<file path="config.mk">
export PLATFORM = sky130hd
export DESIGN_NAME = idu_decode_stage_flat
export DESIGN_NICKNAME = d
export VERILOG_FILES = /design/src/rtl/idu_pkg.sv /design/src/rtl/idu_decode_stage_if.sv /design/src/rtl/idu_imm_gen.sv /design/src/rtl/idu_decode_stage.sv /design/src/flat_wrapper.sv
export SDC_FILE = /design/constraint.sdc
export NUM_CORES = 1
export LEC_CHECK = 0
export ABC_AREA = 1
export BUFFER_PORTS_ARGS = -buffer_cell sky130_fd_sc_hd__buf_2
export CORE_ASPECT_RATIO = 0.9
export CORE_UTILIZATION = 32
export DETAILED_ROUTE_END_ITERATION = 10
export HOLD_SLACK_MARGIN = 0.03
export PLACE_DENSITY = 0.55
export SETUP_SLACK_MARGIN = 0.1
export SLEW_MARGIN = 20
export SYNTH_ARGS = -nofsm -noshare
export SYNTH_HDL_FRONTEND = slang
export SYNTH_SLANG_ARGS = --single-unit
export TNS_END_PERCENT = 50
</file>
<file path="constraint.sdc">
create_clock -name clk -period 3.5 [get_ports clk]
set_clock_uncertainty 0.1 [all_clocks]
set_input_delay 0.35 -clock clk [delete_from_list [all_inputs] [get_ports clk]]
set_output_delay 0.35 -clock clk [all_outputs]
set_load 0.005 [all_outputs]
</file>
<file path="src/rtl/idu_pkg.sv">
// Shared types for the IDU decode stage: opcodes, op classes, immediate formats,
// the decoded-bundle struct and the opcode classifier.
package idu_pkg;

  localparam logic [6:0] OPC_LUI     = 7'b0110111;
  localparam logic [6:0] OPC_AUIPC   = 7'b0010111;
  localparam logic [6:0] OPC_JAL     = 7'b1101111;
  localparam logic [6:0] OPC_JALR    = 7'b1100111;
  localparam logic [6:0] OPC_BRANCH  = 7'b1100011;
  localparam logic [6:0] OPC_LOAD    = 7'b0000011;
  localparam logic [6:0] OPC_STORE   = 7'b0100011;
  localparam logic [6:0] OPC_OPIMM   = 7'b0010011;
  localparam logic [6:0] OPC_OP      = 7'b0110011;
  localparam logic [6:0] OPC_SYSTEM  = 7'b1110011;
  localparam logic [6:0] OPC_MISCMEM = 7'b0001111;

  typedef enum logic [3:0] {
    CLS_LUI     = 4'd0,
    CLS_AUIPC   = 4'd1,
    CLS_JAL     = 4'd2,
    CLS_JALR    = 4'd3,
    CLS_BRANCH  = 4'd4,
    CLS_LOAD    = 4'd5,
    CLS_STORE   = 4'd6,
    CLS_OPIMM   = 4'd7,
    CLS_OP      = 4'd8,
    CLS_SYSTEM  = 4'd9,
    CLS_MISCMEM = 4'd10,
    CLS_ILLEGAL = 4'd11
  } op_class_e;

  typedef enum logic [2:0] {
    IMM_NONE = 3'd0,
    IMM_I    = 3'd1,
    IMM_S    = 3'd2,
    IMM_B    = 3'd3,
    IMM_U    = 3'd4,
    IMM_J    = 3'd5
  } imm_type_e;

  typedef struct packed {
    op_class_e cls;
    imm_type_e imm_type;
    logic      use_rs1;
    logic      use_rs2;
    logic      use_rd;
  } op_info_t;

  // Register fields are kept at full 5-bit width; truncation to RA_W happens at the outputs.
  typedef struct packed {
    op_class_e   cls;
    logic [2:0]  funct3;
    logic        funct7b5;
    logic [4:0]  rs1;
    logic [4:0]  rs2;
    logic [4:0]  rd;
    logic        rd_wen;
    logic        illegal;
  } bundle_t;

  localparam bundle_t BUNDLE_RST = '{
    cls: CLS_ILLEGAL, funct3: 3'd0, funct7b5: 1'b0, rs1: 5'd0, rs2: 5'd0,
    rd: 5'd0, rd_wen: 1'b0, illegal: 1'b0
  };

  function automatic op_info_t mk_info(input op_class_e cls, input imm_type_e imm_type,
                                       input logic use_rs1, input logic use_rs2,
                                       input logic use_rd);
    op_info_t info;
    info.cls      = cls;
    info.imm_type = imm_type;
    info.use_rs1  = use_rs1;
    info.use_rs2  = use_rs2;
    info.use_rd   = use_rd;
    return info;
  endfunction

  function automatic op_info_t decode_opcode(input logic [6:0] opc);
    op_info_t info;
    info = mk_info(CLS_ILLEGAL, IMM_NONE, 1'b0, 1'b0, 1'b0);
    case (opc)
      OPC_LUI:     info = mk_info(CLS_LUI,     IMM_U,    1'b0, 1'b0, 1'b1);
      OPC_AUIPC:   info = mk_info(CLS_AUIPC,   IMM_U,    1'b0, 1'b0, 1'b1);
      OPC_JAL:     info = mk_info(CLS_JAL,     IMM_J,    1'b0, 1'b0, 1'b1);
      OPC_JALR:    info = mk_info(CLS_JALR,    IMM_I,    1'b1, 1'b0, 1'b1);
      OPC_BRANCH:  info = mk_info(CLS_BRANCH,  IMM_B,    1'b1, 1'b1, 1'b0);
      OPC_LOAD:    info = mk_info(CLS_LOAD,    IMM_I,    1'b1, 1'b0, 1'b1);
      OPC_STORE:   info = mk_info(CLS_STORE,   IMM_S,    1'b1, 1'b1, 1'b0);
      OPC_OPIMM:   info = mk_info(CLS_OPIMM,   IMM_I,    1'b1, 1'b0, 1'b1);
      OPC_OP:      info = mk_info(CLS_OP,      IMM_NONE, 1'b1, 1'b1, 1'b1);
      OPC_SYSTEM:  info = mk_info(CLS_SYSTEM,  IMM_I,    1'b1, 1'b0, 1'b1);
      OPC_MISCMEM: info = mk_info(CLS_MISCMEM, IMM_I,    1'b0, 1'b0, 1'b0);
      default:     info = mk_info(CLS_ILLEGAL, IMM_NONE, 1'b0, 1'b0, 1'b0);
    endcase
    return info;
  endfunction

endpackage

</file>
<file path="src/rtl/idu_decode_stage_if.sv">
// IFU->IDU->EXU handshake bundle. master = pipeline neighbours, slave = decode stage.
interface idu_decode_stage_if #(
  parameter int XLEN   = 32,
  parameter int NR_REG = 32
);
  import idu_pkg::*;

  localparam int RA_W = $clog2(NR_REG);

  logic            flush;
  logic            in_valid;
  logic            in_ready;
  logic [31:0]     in_inst;
  logic [XLEN-1:0] in_pc;
  logic            out_valid;
  logic            out_ready;
  logic [XLEN-1:0] out_pc;
  op_class_e       out_class;
  logic [2:0]      out_funct3;
  logic            out_funct7b5;
  logic [RA_W-1:0] out_rs1;
  logic [RA_W-1:0] out_rs2;
  logic [RA_W-1:0] out_rd;
  logic            out_rd_wen;
  logic [XLEN-1:0] out_imm;
  logic            out_illegal;

  modport master (
    output flush, in_valid, in_inst, in_pc, out_ready,
    input  in_ready, out_valid, out_pc, out_class, out_funct3, out_funct7b5,
           out_rs1, out_rs2, out_rd, out_rd_wen, out_imm, out_illegal
  );

  modport slave (
    input  flush, in_valid, in_inst, in_pc, out_ready,
    output in_ready, out_valid, out_pc, out_class, out_funct3, out_funct7b5,
           out_rs1, out_rs2, out_rd, out_rd_wen, out_imm, out_illegal
  );

endinterface

</file>
<file path="src/rtl/idu_imm_gen.sv">
// Combinational RV32 immediate extractor; the 32-bit immediate is sign-extended to XLEN.
module idu_imm_gen
  import idu_pkg::*;
#(
  parameter int XLEN = 32
) (
  input  logic [31:7]     inst,
  input  imm_type_e       imm_type,
  output logic [XLEN-1:0] imm
);

  logic signed [31:0] imm32_s;

  // Assemble the immediate for the selected instruction format.
  always_comb begin
    imm32_s = 32'sd0;
    case (imm_type)
      IMM_I:   imm32_s = {{20{inst[31]}}, inst[31:20]};
      IMM_S:   imm32_s = {{20{inst[31]}}, inst[31:25], inst[11:7]};
      IMM_B:   imm32_s = {{19{inst[31]}}, inst[31], inst[7], inst[30:25], inst[11:8], 1'b0};
      IMM_U:   imm32_s = {inst[31:12], 12'h000};
      IMM_J:   imm32_s = {{11{inst[31]}}, inst[31], inst[19:12], inst[20], inst[30:21], 1'b0};
      default: imm32_s = 32'sd0;
    endcase
  end

  assign imm = XLEN'(imm32_s);

endmodule

</file>
<file path="src/rtl/idu_decode_stage.sv">
// Registered RV32I/RV32E decode stage between IFU and EXU.
// Optional macro IDU_SKID_EN adds a one-entry skid so in_ready is registered.
module idu_decode_stage
  import idu_pkg::*;
#(
  parameter int XLEN   = 32,
  parameter int NR_REG = 32
) (
  input logic               clk,
  input logic               rst,
  idu_decode_stage_if.slave bus
);

  localparam int         RA_W     = $clog2(NR_REG);
  localparam logic [5:0] NR_REG_L = 6'(NR_REG);

  logic            in_ready_s;
  logic            in_fire_s;
  logic            out_fire_s;
  logic            load_s;
  logic [31:0]     src_inst_s;
  logic [XLEN-1:0] src_pc_s;
  op_info_t        info_s;
  bundle_t         bundle_s;
  logic [XLEN-1:0] imm_s;
  logic            range_err_s;

  logic            out_valid_r;
  bundle_t         bundle_r;
  logic [XLEN-1:0] imm_r;
  logic [XLEN-1:0] pc_r;

  assign in_fire_s  = bus.in_valid && in_ready_s;
  assign out_fire_s = out_valid_r && bus.out_ready;

`ifdef IDU_SKID_EN
  logic            skid_valid_r;
  logic [31:0]     skid_inst_r;
  logic [XLEN-1:0] skid_pc_r;

  // The skid is the older instruction, so it wins the decoder whenever it is occupied.
  assign in_ready_s = !skid_valid_r;
  assign src_inst_s = skid_valid_r ? skid_inst_r : bus.in_inst;
  assign src_pc_s   = skid_valid_r ? skid_pc_r : bus.in_pc;
  assign load_s     = (!out_valid_r || bus.out_ready) && (skid_valid_r || in_fire_s);

  // Skid entry: capture on stalled accept, release when promoted into the output register.
  always_ff @(posedge clk) begin
    if (rst) begin
      skid_valid_r <= 1'b0;
      skid_inst_r  <= 32'h0000_0000;
      skid_pc_r    <= {XLEN{1'b0}};
    end else if (bus.flush) begin
      skid_valid_r <= 1'b0;
    end else if (skid_valid_r && (!out_valid_r || bus.out_ready)) begin
      skid_valid_r <= 1'b0;
    end else if (in_fire_s && out_valid_r && !bus.out_ready) begin
      skid_valid_r <= 1'b1;
      skid_inst_r  <= bus.in_inst;
      skid_pc_r    <= bus.in_pc;
    end else begin
      skid_valid_r <= skid_valid_r;
    end
  end
`else
  assign in_ready_s = bus.flush || !out_valid_r || bus.out_ready;
  assign src_inst_s = bus.in_inst;
  assign src_pc_s   = bus.in_pc;
  assign load_s     = in_fire_s;
`endif

  assign info_s = decode_opcode(src_inst_s[6:0]);

  idu_imm_gen #(.XLEN(XLEN)) u_imm_gen (
    .inst     (src_inst_s[31:7]),
    .imm_type (info_s.imm_type),
    .imm      (imm_s)
  );

  // Field extraction plus the RV32E register-range check on the fields this class reads/writes.
  always_comb begin
    range_err_s = (info_s.use_rs1 && ({1'b0, src_inst_s[19:15]} >= NR_REG_L)) ||
                  (info_s.use_rs2 && ({1'b0, src_inst_s[24:20]} >= NR_REG_L)) ||
                  (info_s.use_rd  && ({1'b0, src_inst_s[11:7]}  >= NR_REG_L));
    bundle_s.cls      = info_s.cls;
    bundle_s.funct3   = src_inst_s[14:12];
    bundle_s.funct7b5 = src_inst_s[30];
    bundle_s.rs1      = src_inst_s[19:15];
    bundle_s.rs2      = src_inst_s[24:20];
    bundle_s.rd       = src_inst_s[11:7];
    bundle_s.rd_wen   = info_s.use_rd && (src_inst_s[11:7] != 5'd0) && !range_err_s;
    bundle_s.illegal  = (info_s.cls == CLS_ILLEGAL) || range_err_s;
  end

  // Output pipeline register; flush beats both a pending load and the output handshake.
  always_ff @(posedge clk) begin
    if (rst) begin
      out_valid_r <= 1'b0;
      bundle_r    <= BUNDLE_RST;
      imm_r       <= {XLEN{1'b0}};
      pc_r        <= {XLEN{1'b0}};
    end else if (bus.flush) begin
      out_valid_r <= 1'b0;
    end else if (load_s) begin
      out_valid_r <= 1'b1;
      bundle_r    <= bundle_s;
      imm_r       <= imm_s;
      pc_r        <= src_pc_s;
    end else if (out_fire_s) begin
      out_valid_r <= 1'b0;
    end else begin
      out_valid_r <= out_valid_r;
    end
  end

  assign bus.in_ready     = in_ready_s;
  assign bus.out_valid    = out_valid_r;
  assign bus.out_pc       = pc_r;
  assign bus.out_class    = bundle_r.cls;
  assign bus.out_funct3   = bundle_r.funct3;
  assign bus.out_funct7b5 = bundle_r.funct7b5;
  assign bus.out_rs1      = bundle_r.rs1[RA_W-1:0];
  assign bus.out_rs2      = bundle_r.rs2[RA_W-1:0];
  assign bus.out_rd       = bundle_r.rd[RA_W-1:0];
  assign bus.out_rd_wen   = bundle_r.rd_wen;
  assign bus.out_imm      = imm_r;
  assign bus.out_illegal  = bundle_r.illegal;

endmodule

</file>
<file path="src/flat_wrapper.sv">
// flat-port wrapper written by rule: the top's interface ports become plain ports
module idu_decode_stage_flat import idu_pkg::*;
#(
  parameter int XLEN   = 32,
  parameter int NR_REG = 32
)
  (clk, rst, bus_flush, bus_in_valid, bus_in_inst, bus_in_pc, bus_out_ready, bus_in_ready, bus_out_valid, bus_out_pc, bus_out_class, bus_out_funct3, bus_out_funct7b5, bus_out_rs1, bus_out_rs2, bus_out_rd, bus_out_rd_wen, bus_out_imm, bus_out_illegal);
  idu_decode_stage_if #(.XLEN(XLEN), .NR_REG(NR_REG)) bus_i ();
  input logic clk;
  input logic rst;
  input wire logic [$bits(bus_i.flush)-1:0] bus_flush;
  input wire logic [$bits(bus_i.in_valid)-1:0] bus_in_valid;
  input wire logic [$bits(bus_i.in_inst)-1:0] bus_in_inst;
  input wire logic [$bits(bus_i.in_pc)-1:0] bus_in_pc;
  input wire logic [$bits(bus_i.out_ready)-1:0] bus_out_ready;
  output wire logic [$bits(bus_i.in_ready)-1:0] bus_in_ready;
  output wire logic [$bits(bus_i.out_valid)-1:0] bus_out_valid;
  output wire logic [$bits(bus_i.out_pc)-1:0] bus_out_pc;
  output wire logic [$bits(bus_i.out_class)-1:0] bus_out_class;
  output wire logic [$bits(bus_i.out_funct3)-1:0] bus_out_funct3;
  output wire logic [$bits(bus_i.out_funct7b5)-1:0] bus_out_funct7b5;
  output wire logic [$bits(bus_i.out_rs1)-1:0] bus_out_rs1;
  output wire logic [$bits(bus_i.out_rs2)-1:0] bus_out_rs2;
  output wire logic [$bits(bus_i.out_rd)-1:0] bus_out_rd;
  output wire logic [$bits(bus_i.out_rd_wen)-1:0] bus_out_rd_wen;
  output wire logic [$bits(bus_i.out_imm)-1:0] bus_out_imm;
  output wire logic [$bits(bus_i.out_illegal)-1:0] bus_out_illegal;
  assign bus_i.flush = bus_flush;
  assign bus_i.in_valid = bus_in_valid;
  assign bus_i.in_inst = bus_in_inst;
  assign bus_i.in_pc = bus_in_pc;
  assign bus_i.out_ready = bus_out_ready;
  assign bus_in_ready = bus_i.in_ready;
  assign bus_out_valid = bus_i.out_valid;
  assign bus_out_pc = bus_i.out_pc;
  assign bus_out_class = bus_i.out_class;
  assign bus_out_funct3 = bus_i.out_funct3;
  assign bus_out_funct7b5 = bus_i.out_funct7b5;
  assign bus_out_rs1 = bus_i.out_rs1;
  assign bus_out_rs2 = bus_i.out_rs2;
  assign bus_out_rd = bus_i.out_rd;
  assign bus_out_rd_wen = bus_i.out_rd_wen;
  assign bus_out_imm = bus_i.out_imm;
  assign bus_out_illegal = bus_i.out_illegal;
  idu_decode_stage #(.XLEN(XLEN), .NR_REG(NR_REG)) u_core (.clk(clk), .rst(rst), .bus(bus_i));
endmodule
</file>
==> out/results.txt <==
Synthesis Warnings - 0
hpwl dp - 7.852 mm
top_reg_cell synth - dfxtp_1
DRT antenna net count - 0
Mapped Area - 0.003936 mm²
syn_area_per_cell - 7.570 µm²
DRT iter0 DRCs - 172
synthesized instance count - 520
crit path max-delay cell type - buf_4
CP delay by family, top - buffers and inverters
multi-input combinational cell area - 0.001877 mm²
Critical Path AT - 2160 ps
hold_sp - bus_in_pc[6]
syn nets - 589
Fin Setup TNS - 0 ps
Clock Latency Late Sink - 340 ps
remaining design rule violation count - 0
I/O pin cnt - 160
largest net degree at the start of global routing - 95
initial antenna violation count - 0
Num CTS Buffers - 9
Final setup viols - 0
Final min period - 2032 ps
outcome - complete, no violations
drt total wl - 11.17 mm
input/output buffers - 159
Synth async-reset ratio - 0
first-pass GRT wire length - 18.07 mm
Post-synth EDFFs - 0
Cell Int Power - 1768 µW
pwr/cell area - 461.3 mW/mm²
die outline width - 118.9 µm
Worst-Margin Slew - 948.1 ps
CTS sink count - 90
Vias - 3856
most common cell after layout, fill and taps aside - buf_2
register bit count reported by yosys - 90
Max rail drop VDD - 0.2859 mV
core area - 0.01203 mm²
Starting Density - 0.3272
Post-Place Setup Slack - 1332 ps
Post-CTS Resized - 0
FF/Latch Area - 0.001802 mm²
fmax - 492.1 MHz
FP Rows - 38
Logic pwr share - 0.110
Die Y - 107.2 µm
fillers - 1270
RSZ-0062 raised after global routing - no
Critical Path Sink Type - flop
GRT Total Usage - 0.1800
setup bufs post-CTS - 0
Yosys cell types - 30
H-tree Lvls - 3
ANT cells - 0
clk root buf - clkbuf_16
share of layout cells above drive strength 1 - 0.3553
vias per inst - 4.663
final hold violations - 0
TritonCTS clock tree - yes
vias in the first global route - 3660
Leak Pwr - 0.002530 µW
final worst setup slack - 1468 ps
Max Root-Sink Buffers - 2
Hold Crit Class - input port to flop
worst path cell trace - nand3b_1 -> nand2_1 -> nor2_4 -> buf_4 -> nand4_1 -> o211ai_1 -> inv_1
Critical path origin - u_core.bus.out_valid
Worst Path Buf+Inv - 2
WP data required - 3630 ps
die area - 0.01275 mm²
Crit Path Max Fanout - 94
clk slew on worst S/H paths - 70 ps
# hold bufs at CTS - 0
Clock Power Share - 0.425
Seq pwr share - 0.465
sequential share of the synthesized area - 0.4577
Net Sw Power - 585.6 µW
fin nets - 731
Max-Cap Viols - 0
critical path type - flop to flop
FF-to-FF Start - u_core.bus.out_valid
GPL Wtd Cong - 0.8814
Slew Limit Fails - 0
final worst path period share - 0.5805
max incr delay on CP - 710 ps
most frequent cells in the layout - buf_2, nor2_1, nand2_1
total grt overflow - 0
WL/cell - 13.50 µm
Startpoint Class - flop
drt first pass iters - 4
Sw Share - 0.2488
Area growth syn-to-layout - 29.62%
max_slew headroom - 0.3679
-- layer usage --
layer / part of all wire / GRT usage
met4: 0.012 / 0.05515
met5: 0 / 0
met2: 0.46 / 0.2932
met1: 0.45 / 0.2212
met3: 0.083 / 0.06543
-- per-stage QoR --
step / utilization / instances / power (µW) / hold slack, ps / instance area [µm²]
after detailed placement: 0.3986 / 811 / 1377 / 353.4 / 4795
after floorplan: - / 520 / 1251 / 356.4 / 3936
after CTS: 0.4242 / 827 / 2384 / 116.0 / 5102
after global placement: 0.3986 / 811 / 1373 / 348.6 / 4795
final: 0.4242 / 827 / 2353 / 125.7 / 5102
after global routing: 0.4242 / 827 / 2471 / 122.0 / 5102
-- worst register-to-register path, stage by stage, from the launching register on --
cell and delay (ps):
dfxtp_1 330, nand3b_1 120, nand2_1 100, nor2_4 100, buf_4 710, nand4_1 260
o211ai_1 150, inv_1 50
-- power by group through the flow --
stage	combinational, µW	clock, µW	sequential [µW]
CTS	261	1030	1090
floorplan	131	0	1120
global placement	258	0	1120
detailed placement	260	0	1120
finish	258	1000	1090
global route	291	1080	1100
-- worst paths after layout --
kind	to	slack (ps)	cells after the start
worst min register to register	u_core.bus.out_imm[7]	360	2
worst max-delay path	u_core.bus.out_class[2]	1470	7
worst min-delay path	u_core.bus.out_pc[6]	130	3
worst max register to register	u_core.bus.out_class[2]	1470	7
-- state kept, by name, indices dropped and copies added (netlist names), 3 cells and up --
signal,count
u_core.bus.out_rd,5
u_core.bus.out_funct3,3
u_core.bus.out_imm,32
u_core.bus.out_rs2,5
u_core.bus.out_pc,32
u_core.bus.out_rs1,5
u_core.bus.out_class,4
-- cells in the mapped netlist (2+ instances only) --
master	number	share of area
nor2_1	100	0.095
a21oi_1	35	0.045
buf_2	14	0.018
nand3_4	2	0.0089
nand2_4	12	0.034
dfxtp_1	90	0.46
nand2_2	19	0.030
o21ai_0	55	0.070
clkbuf_1	14	0.013
nand2_1	93	0.089
nand4_1	3	0.0048
nor2_8	2	0.010
nor2_4	2	0.0057
a21oi_2	10	0.022
nand3_1	29	0.037
nor2_2	3	0.0048
buf_6	2	0.0057
inv_1	16	0.015
inv_2	8	0.0076
-- cell families (layout without fill, tap and decap cells) --
group,count (synthesis),after routing,synth area share
and+or+nand+nor,270,270,0.3325
AOI/OAI and AO/OA,104,104,0.1430
DFF,90,90,0.4577
buffers and inverters,56,203,0.06675
-- cell type report --
cell class                 instances  share of cell area
clock inverter                     3            0.009318
timing repair buffer             163              0.1618
tap                              160             0.03923
sequential                        90              0.3531
multi-input combinational        374              0.3678
clock buffer                      13             0.05101
inverter                          24             0.01766
(Power assumes the default switching activity.)
